**config.mk**
```make
export PLATFORM = sky130hd
export DESIGN_NAME = apb_copy_engine
export DESIGN_NICKNAME = d
export VERILOG_FILES = /design/src/rtl/apb_copy_engine.sv
export SDC_FILE = /design/constraint.sdc
export NUM_CORES = 1
export LEC_CHECK = 0
export ABC_AREA = 0
export BUFFER_PORTS_ARGS = -buffer_cell sky130_fd_sc_hd__clkbuf_2
export CORE_MARGIN = 5
export CORE_UTILIZATION = 55
export CTS_BUF_LIST = sky130_fd_sc_hd__clkbuf_8 sky130_fd_sc_hd__clkbuf_16
export CTS_CLUSTER_DIAMETER = 40
export CTS_CLUSTER_SIZE = 14
export DETAILED_ROUTE_END_ITERATION = 16
export PLACE_DENSITY = 0.77
export REMOVE_ABC_BUFFERS = 1
export SLEW_MARGIN = 20
export SYNTH_ARGS = -nofsm -noshare
export SYNTH_HDL_FRONTEND = slang
export SYNTH_SLANG_ARGS = --single-unit
```
**constraint.sdc**
```tcl
create_clock -name clk -period 4.5 [get_ports clk]
set_input_delay 0 -clock clk [delete_from_list [all_inputs] [get_ports clk]]
set_output_delay 0 -clock clk [all_outputs]
set_load 0.05 [all_outputs]
```
**src/rtl/apb_copy_engine.sv**
```systemverilog
// rtl/apb_copy_engine.sv - request-driven APB word copy engine (read source, write destination)
module apb_copy_engine #(
    parameter int DATA_W = 8,
    parameter int ADDR_W = 8
) (
    input  logic              clk,
    input  logic              nrst,
    input  logic              valid,
    output logic              ready,
    input  logic [3:0]        length,
    input  logic [ADDR_W-1:0] source,
    input  logic [ADDR_W-1:0] destination,
    output logic              psel,
    output logic              penable,
    output logic              pwrite,
    output logic [ADDR_W-1:0] paddr,
    output logic [DATA_W-1:0] pwdata,
    input  logic [DATA_W-1:0] prdata,
    input  logic              pready,
    input  logic              pslverr,
    output logic              done,
    output logic              err
);

    typedef enum logic [2:0] {
        IDLE,
        RD_SETUP,
        RD_ACCESS,
        WR_SETUP,
        WR_ACCESS,
        DONE
    } state_t;

    state_t            state, state_d;
    logic [3:0]        cnt, cnt_d;
    logic [ADDR_W-1:0] src_q, src_d, dst_q, dst_d;
    logic [DATA_W-1:0] buf_q, buf_d;
    logic              err_q, err_d;

    logic              ready_d, psel_d, penable_d, pwrite_d, done_d, err_out_d;
    logic [ADDR_W-1:0] paddr_d;
    logic [DATA_W-1:0] pwdata_d;

    always_comb begin
        state_d = state;
        cnt_d   = cnt;
        src_d   = src_q;
        dst_d   = dst_q;
        buf_d   = buf_q;
        err_d   = err_q;
        case (state)
            IDLE: begin
                if (valid && ready) begin
                    cnt_d   = length;
                    src_d   = source;
                    dst_d   = destination;
                    err_d   = 1'b0;
                    state_d = (length != 4'd0) ? RD_SETUP : DONE;
                end
            end
            RD_SETUP: state_d = RD_ACCESS;
            RD_ACCESS: begin
                if (pready) begin
                    if (pslverr) begin
                        err_d   = 1'b1;
                        state_d = DONE;
                    end else begin
                        buf_d   = prdata;
                        state_d = WR_SETUP;
                    end
                end
            end
            WR_SETUP: state_d = WR_ACCESS;
            WR_ACCESS: begin
                if (pready) begin
                    if (pslverr) begin
                        err_d   = 1'b1;
                        state_d = DONE;
                    end else begin
                        cnt_d   = cnt - 4'd1;
                        src_d   = src_q + 1'b1;
                        dst_d   = dst_q + 1'b1;
                        state_d = (cnt == 4'd1) ? DONE : RD_SETUP;
                    end
                end
            end
            DONE: begin
                err_d   = 1'b0;
                state_d = IDLE;
            end
            default: state_d = IDLE;
        endcase
    end

    // Outputs are registered from the next state so each state's APB levels
    // appear exactly while the FSM sits in that state.
    always_comb begin
        ready_d   = (state_d == IDLE);
        psel_d    = (state_d == RD_SETUP) || (state_d == RD_ACCESS) ||
                    (state_d == WR_SETUP) || (state_d == WR_ACCESS);
        penable_d = (state_d == RD_ACCESS) || (state_d == WR_ACCESS);
        pwrite_d  = (state_d == WR_SETUP) || (state_d == WR_ACCESS);
        done_d    = (state_d == DONE);
        err_out_d = (state_d == DONE) && err_d;
        paddr_d   = paddr;
        pwdata_d  = pwdata;
        if (state_d == RD_SETUP) begin
            paddr_d = src_d;
        end else if (state_d == WR_SETUP) begin
            paddr_d  = dst_d;
            pwdata_d = buf_d;
        end
    end

    always_ff @(posedge clk or negedge nrst) begin
        if (!nrst) begin
            state   <= IDLE;
            cnt     <= '0;
            src_q   <= '0;
            dst_q   <= '0;
            buf_q   <= '0;
            err_q   <= 1'b0;
            ready   <= 1'b0;
            psel    <= 1'b0;
            penable <= 1'b0;
            pwrite  <= 1'b0;
            paddr   <= '0;
            pwdata  <= '0;
            done    <= 1'b0;
            err     <= 1'b0;
        end else begin
            state   <= state_d;
            cnt     <= cnt_d;
            src_q   <= src_d;
            dst_q   <= dst_d;
            buf_q   <= buf_d;
            err_q   <= err_d;
            ready   <= ready_d;
            psel    <= psel_d;
            penable <= penable_d;
            pwrite  <= pwrite_d;
            paddr   <= paddr_d;
            pwdata  <= pwdata_d;
            done    <= done_d;
            err     <= err_out_d;
        end
    end

endmodule

```
---- Word-level counts from Yosys, hierarchy flattened ----
Cells that the tools add are included.
cells by class
  eq/ne operators ......................... 14
  add/sub/neg operators ................... 3
  reduce and logical (&&, ||, !) cells .... 15
  div/mod/pow operators ................... 0
  $mul .................................... 0
  shifts and indexed selects .............. 0
  magnitude comparators ................... 0
  bitwise logic cells ..................... 1
  mux-type cells .......................... 29
operators with widths
  kind                                                                    number
  8-bit 2-to-1 mux                                                        11
  8-bit case mux with 2 select lines                                      2
  3-bit 2-to-1 mux                                                        7
  8-bit by 1-bit adder with 8-bit output (second input constant)          2
  3-bit case mux with 5 select lines                                      1
  3-bit by 2-bit equality test with 1-bit output (second input constant)  4
  3-bit equality test (second input constant)                             4
  4-bit 2-to-1 mux                                                        3
  4-bit case mux with 2 select lines                                      1
  3-bit by 1-bit equality test with 1-bit output (second input constant)  2
  3-bit logical NOT                                                       2
  2-bit != test (second input constant)                                   3
  1-bit logical OR                                                        5
  4-bit by 1-bit equality test with 1-bit output (second input constant)  1
  4-bit AND reduction                                                     1
  2-bit nonzero test                                                      2
  4-bit nonzero test                                                      1
  4-bit by 1-bit subtractor with 4-bit output (second input constant)     1
  1-bit 2-to-1 mux                                                        3
  1-bit case mux with 3 select lines                                      1
  1-bit logical AND                                                       2
  2-bit AND reduction                                                     1
  2-bit OR reduction                                                      1
  1-bit NOT                                                               1
word-level totals
  register bits ........................... 54
  bits in read-only memories .............. 0
  output and inout bits ................... 22
  memories kept ........................... 0
  bits in latches ......................... 0
  RAM bits ................................ 0

---- Logic depth before layout (Yosys ltp) ----
  depth after elaboration ................. 9
  gate-level depth with buffers ........... 9
  depth with buffers taken out ............ 7

---- Least setup slack after synthesis ----
No wires, ideal clock.
  kind .................................... register -> register
  start point ............................. register ready
  end point ............................... register paddr[3]
  library setup time ...................... 126 ps
  slack ................................... 2,415 ps
  cell stages (with the launch flop) ...... 6
  clock period less this slack ............ 2,085 ps
  arrival time ............................ 1,959 ps
  cell sequence ........................... dfrtp_1 > nand4bb_1 > o32ai_2 > a21o_2 > nor3_2 > a221o_1
between the ends
  longest elaborated chain between the ends .. 5
  elaborated cells between the ends (all ways) .. 12
  those cells by class .................... eq/ne: 2; mux: 8; reduce/logical: 2
RTL lines
  item                                                                                                              RTL line  text
  start, declared                                                                                                   9         output logic ready,
  start signal, assigned                                                                                            138       ready <= ready_d;
  1-bit logical AND *                                                                                               53        if (valid && ready) begin
  3-bit 2-to-1 mux *                                                                                                53
  3-bit case mux with 5 select lines *                                                                              51        case (state)
  net state_d[2]                                                                                                    34        state_t state, state_d;
  3-bit by 1-bit equality test with 1-bit output or 3-bit by 2-bit equality test with 1-bit output (tied branches)  107, 109
  8-bit 2-to-1 mux or 2-bit nonzero test (tied branches)                                                            n/a
  end signal, assigned                                                                                              142       paddr <= paddr_d;
  end, declared                                                                                                     16        output logic [ADDR_W-1:0] paddr,
The timed path passes the listed nets; every way through them passes the cells marked *. The select of a mux whose other input is x is not followed.
A chain may end at the register's enable or synchronous reset.

---- Final worst setup path ----
  start point ............................. register state[2]
  end point ............................... register paddr[7]
between the ends
  longest elaborated chain between the ends .. 4
  elaborated cells between the ends (all ways) .. 16
  those cells by class .................... eq/ne: 6; mux: 8; reduce/logical: 2
RTL lines
  item                                                                                      RTL line  text
  start, declared                                                                           34
  start signal, assigned                                                                    132       state <= state_d;
  3-bit equality test, or another cell as far along                                         51
  3-bit case mux with 5 select lines or 8-bit case mux with 2 select lines (tied branches)  51
  3-bit by 1-bit equality test with 1-bit output, or another cell as far along              107       if (state_d == RD_SETUP) begin
  8-bit 2-to-1 mux or 2-bit nonzero test (tied branches)                                    n/a
Parallel ways exist; a longest one is shown, timed or not. The select of a mux whose other input is x is not followed.

==> flow_metrics.env <==
export IMPL_ir_drop_v=0.000524
export IMPL_rows=25
export IMPL_grt_pass1_wl_mm=12.5
export IMPL_num_vias=2617
export IMPL_io_buffers=54
export IMPL_p_sw_w=0.00134
export IMPL_gp_congestion=0.913
export IMPL_nets=392
export IMPL_synthesis_instances=294
export IMPL_p_leak_nw=1.52
export IMPL_cp_required_ns=4.71
export IMPL_tightest_slew_ns=0.907
export IMPL_cts_clk_slew_worst_paths_ns=0.09
export IMPL_intPower_w=0.00122
export IMPL_p_per_area_nw_per_um2=797
export IMPL_synth_edf_count=0
export IMPL_timing_rr_start="state[2]"
export IMPL_num_antenna_cells=0
export IMPL_synth_area_um2=2680
export IMPL_synth_compound_area_share_pct=20.8
export IMPL_seqPwrFrac_pct=32.8
export IMPL_outcome="finished, final reports clean"
export IMPL_power_frac_comb_pct=56.9
export IMPL_synth_top_family_by_area="simple AND/OR/NAND/NOR gates"
export IMPL_max_freq_ghz=0.351
export IMPL_async_flop_share_pct=100
export IMPL_ios=55
export IMPL_coreArea_um2=4720
export IMPL_skew_ns=0.00508
export IMPL_worstSetupStartpoint="state[2]"
export IMPL_avgSynthCellArea_um2=9.12
export IMPL_cts_resized=0
export IMPL_synth_seq_cells=46
export IMPL_slew_viol_final=0
export IMPL_die_w_um=79.8
export IMPL_yosys_area_share_simple_pct=27.0
export IMPL_setup_violations_final=0
export IMPL_criticalPathCategory="reg2reg"
export IMPL_insertion_delay_ns=0.30
export IMPL_finalHoldViolCount=0
export IMPL_period_needed_ns=2.85
export IMPL_sw_frac_of_total_pct=52.4
export IMPL_antenna_found_initial=0
export IMPL_cts_max_level=2
export IMPL_start_kind="flip-flop"
export IMPL_die_y_um=79.8
export IMPL_ant_nets=0
export IMPL_crit_arrival_ns=3.06
export IMPL_cts_buffers=5
export IMPL_totalWireLength_mm=7.46
export IMPL_grt_pass1_vias=2527
export IMPL_synthAdderAreaFrac_pct=1.87
export IMPL_synth_xor_area_share_pct=0.653
export IMPL_worst_hold_startpoint="source[3]"
export IMPL_cp_max_fo=23
export IMPL_cts_sinks=46
export IMPL_wire_per_inst_um=17.6
export IMPL_fin_util_pct=68.0
export IMPL_clkPwrFrac_pct=10.3
export IMPL_ys_seq_area_share_pct=42.9
export IMPL_grt_max_degree=47
export IMPL_end_kind="flip-flop"
export IMPL_drive_gt1_share_pct=21.3
export IMPL_maxCapViolCount=0
export IMPL_setup_tns_ns=0
export IMPL_clockBufferDepth=2
export IMPL_start_util_pct=56.8
export IMPL_yosys_warnings=0
export IMPL_firstDrtPassIters=5
export IMPL_layout_worst_path_cycle_share_pct=63.2
export IMPL_tritoncts="done"
export IMPL_hpwlAfterDp_mm=5.24
export IMPL_synthMuxAreaShare_pct=1.91
export IMPL_ys_types=67
export IMPL_drc=0
export IMPL_dieArea_um2=6370
export IMPL_synth_ff_type="dfrtp_1"
export IMPL_root_buffer="clkbuf_8"
export IMPL_rsz0062_at_grt="no"
export IMPL_max_slew_margin_pct=39.4
export IMPL_grtUsageTotal_pct=25.4
export IMPL_synthToLayoutAreaGrowth_pct=19.7
export IMPL_grt_ovfl_total=0
export IMPL_drt_initial_drc_count=284
export IMPL_avgViaCountPerCell=6.19
export IMPL_worstHoldPathType="in2reg"
-- critical path: stages, from the launching register on --
cell and delay [ns]:
dfrtp_1 0.80, buf_4 0.34, or3b_1 0.55, or4_4 0.57
o2bb2ai_1 0.15, a31oi_1 0.07, o311ai_1 0.27
-- flip-flops by register name, summed over array words and instances, names as in the netlist, 3 cells and up --
signal / flops
state: 3
paddr: 8
src_q: 8
cnt: 4
dst_q: 8
pwdata: 8
-- layout by cell type, fill, tap and decap left out, types with 3 or more instances in the layout --
cell type,n
a221o_1,3
nor3b_1,3
clkbuf_2,54
nand2b_1,8
nand4_1,9
clkbuf_8,6
nor2_1,15
and2_1,3
o211ai_1,7
buf_4,3
o21ai_0,19
nand2_1,40
nand3b_1,3
nand3_1,18
ha_1,4
mux2i_1,4
inv_1,13
nor4_1,3
and3_1,4
dlygate4sd3_1,14
or4_1,3
a22oi_1,3
o311ai_1,4
o21ai_1,3
dfrtp_1,46
a21oi_1,6
-- synthesized netlist by cell type, types with 4 or more instances --
cell	number	area share [%]
clkbuf_1	9	1.3
mux2i_1	4	1.5
o211ai_1	7	2.0
a21oi_1	6	1.1
nand2_1	40	5.6
buf_2	7	1.3
ha_1	4	1.9
o311ai_1	4	1.3
nand2b_1	8	1.9
and3_1	4	0.93
nor2_1	15	2.1
nand3_1	18	3.4
nand4_1	9	2.1
inv_1	12	1.7
dfrtp_1	46	43
o21ai_0	19	3.5
-- power groups by stage --
stage | Combinational [W] | Sequential (W) | Clock (W)
2_1_floorplan | 0.000738 | 0.00113 | 0
3_3_place_gp | 0.00141 | 0.000836 | 0
3_5_place_dp | 0.00144 | 0.000838 | 0
4_1_cts | 0.00145 | 0.000833 | 0.000267
5_1_grt | 0.00159 | 0.000873 | 0.000289
6_report | 0.00146 | 0.000839 | 0.000263
-- worst paths after layout --
kind,endpoint,slack [ns],cells after the start
worst max-delay path,paddr[7],1.65,6
worst min-delay path,src_q[3],0.01,3
worst max register to register,paddr[7],1.65,6
worst min register to register,pwdata[3],0.49,2
max in group asynchronous,paddr[5],3.79,3
min in group asynchronous,cnt[0],0.31,3
-- layer usage --
layer / vias up / GRT usage, % / wire (µm)
li1: 1216 / - / -
met1: 1260 / 35.7 / 3220
met2: 128 / 38.6 / 3480
met3: 13 / 5.64 / 619
met4: 0 / 8.95 / 137
met5: - / 0 / 0
-- cells by family after synthesis --
kind of cell             after synthesis
AND/OR/NAND/NOR                      132
AO/OA/AOI/OAI                         74
flip-flops                            46
multiplexers                           5
adder cells (fa/ha/maj)                4
XOR/XNOR                               2
buffers and inverters                 31
-- final cells by class --
type / count / area, µm²
timing repair buffer: 71 / 433
multi-input combinational: 217 / 1400
fill: 389 / 1510
clock buffer: 6 / 82.6
inverter: 14 / 52.6
clock inverter: 2 / 8.76
sequential: 46 / 1150
tap: 67 / 83.8
-- stage by stage --
stage          hold WS, ns  instance area, µm²  instances  worst slack, ns  total power (W)
5_1_grt             0.0357                3210        423             1.48          0.00275
6_report            0.0114                3210        423             1.65          0.00256
3_5_place_dp         0.127                2980        401             1.65          0.00228
3_3_place_gp         0.126                2980        401             1.72          0.00224
2_1_floorplan       -0.296                2600        277             1.96          0.00186
4_1_cts             0.0105                3210        423             1.66          0.00255
-- timing repair --
action / in CTS / in global routing
buffers inserted: 0 / 0
endpoints found under the hold margin: 59 / 0
hold buffers: 14 / 0
Power figures use the tool's default switching activity.
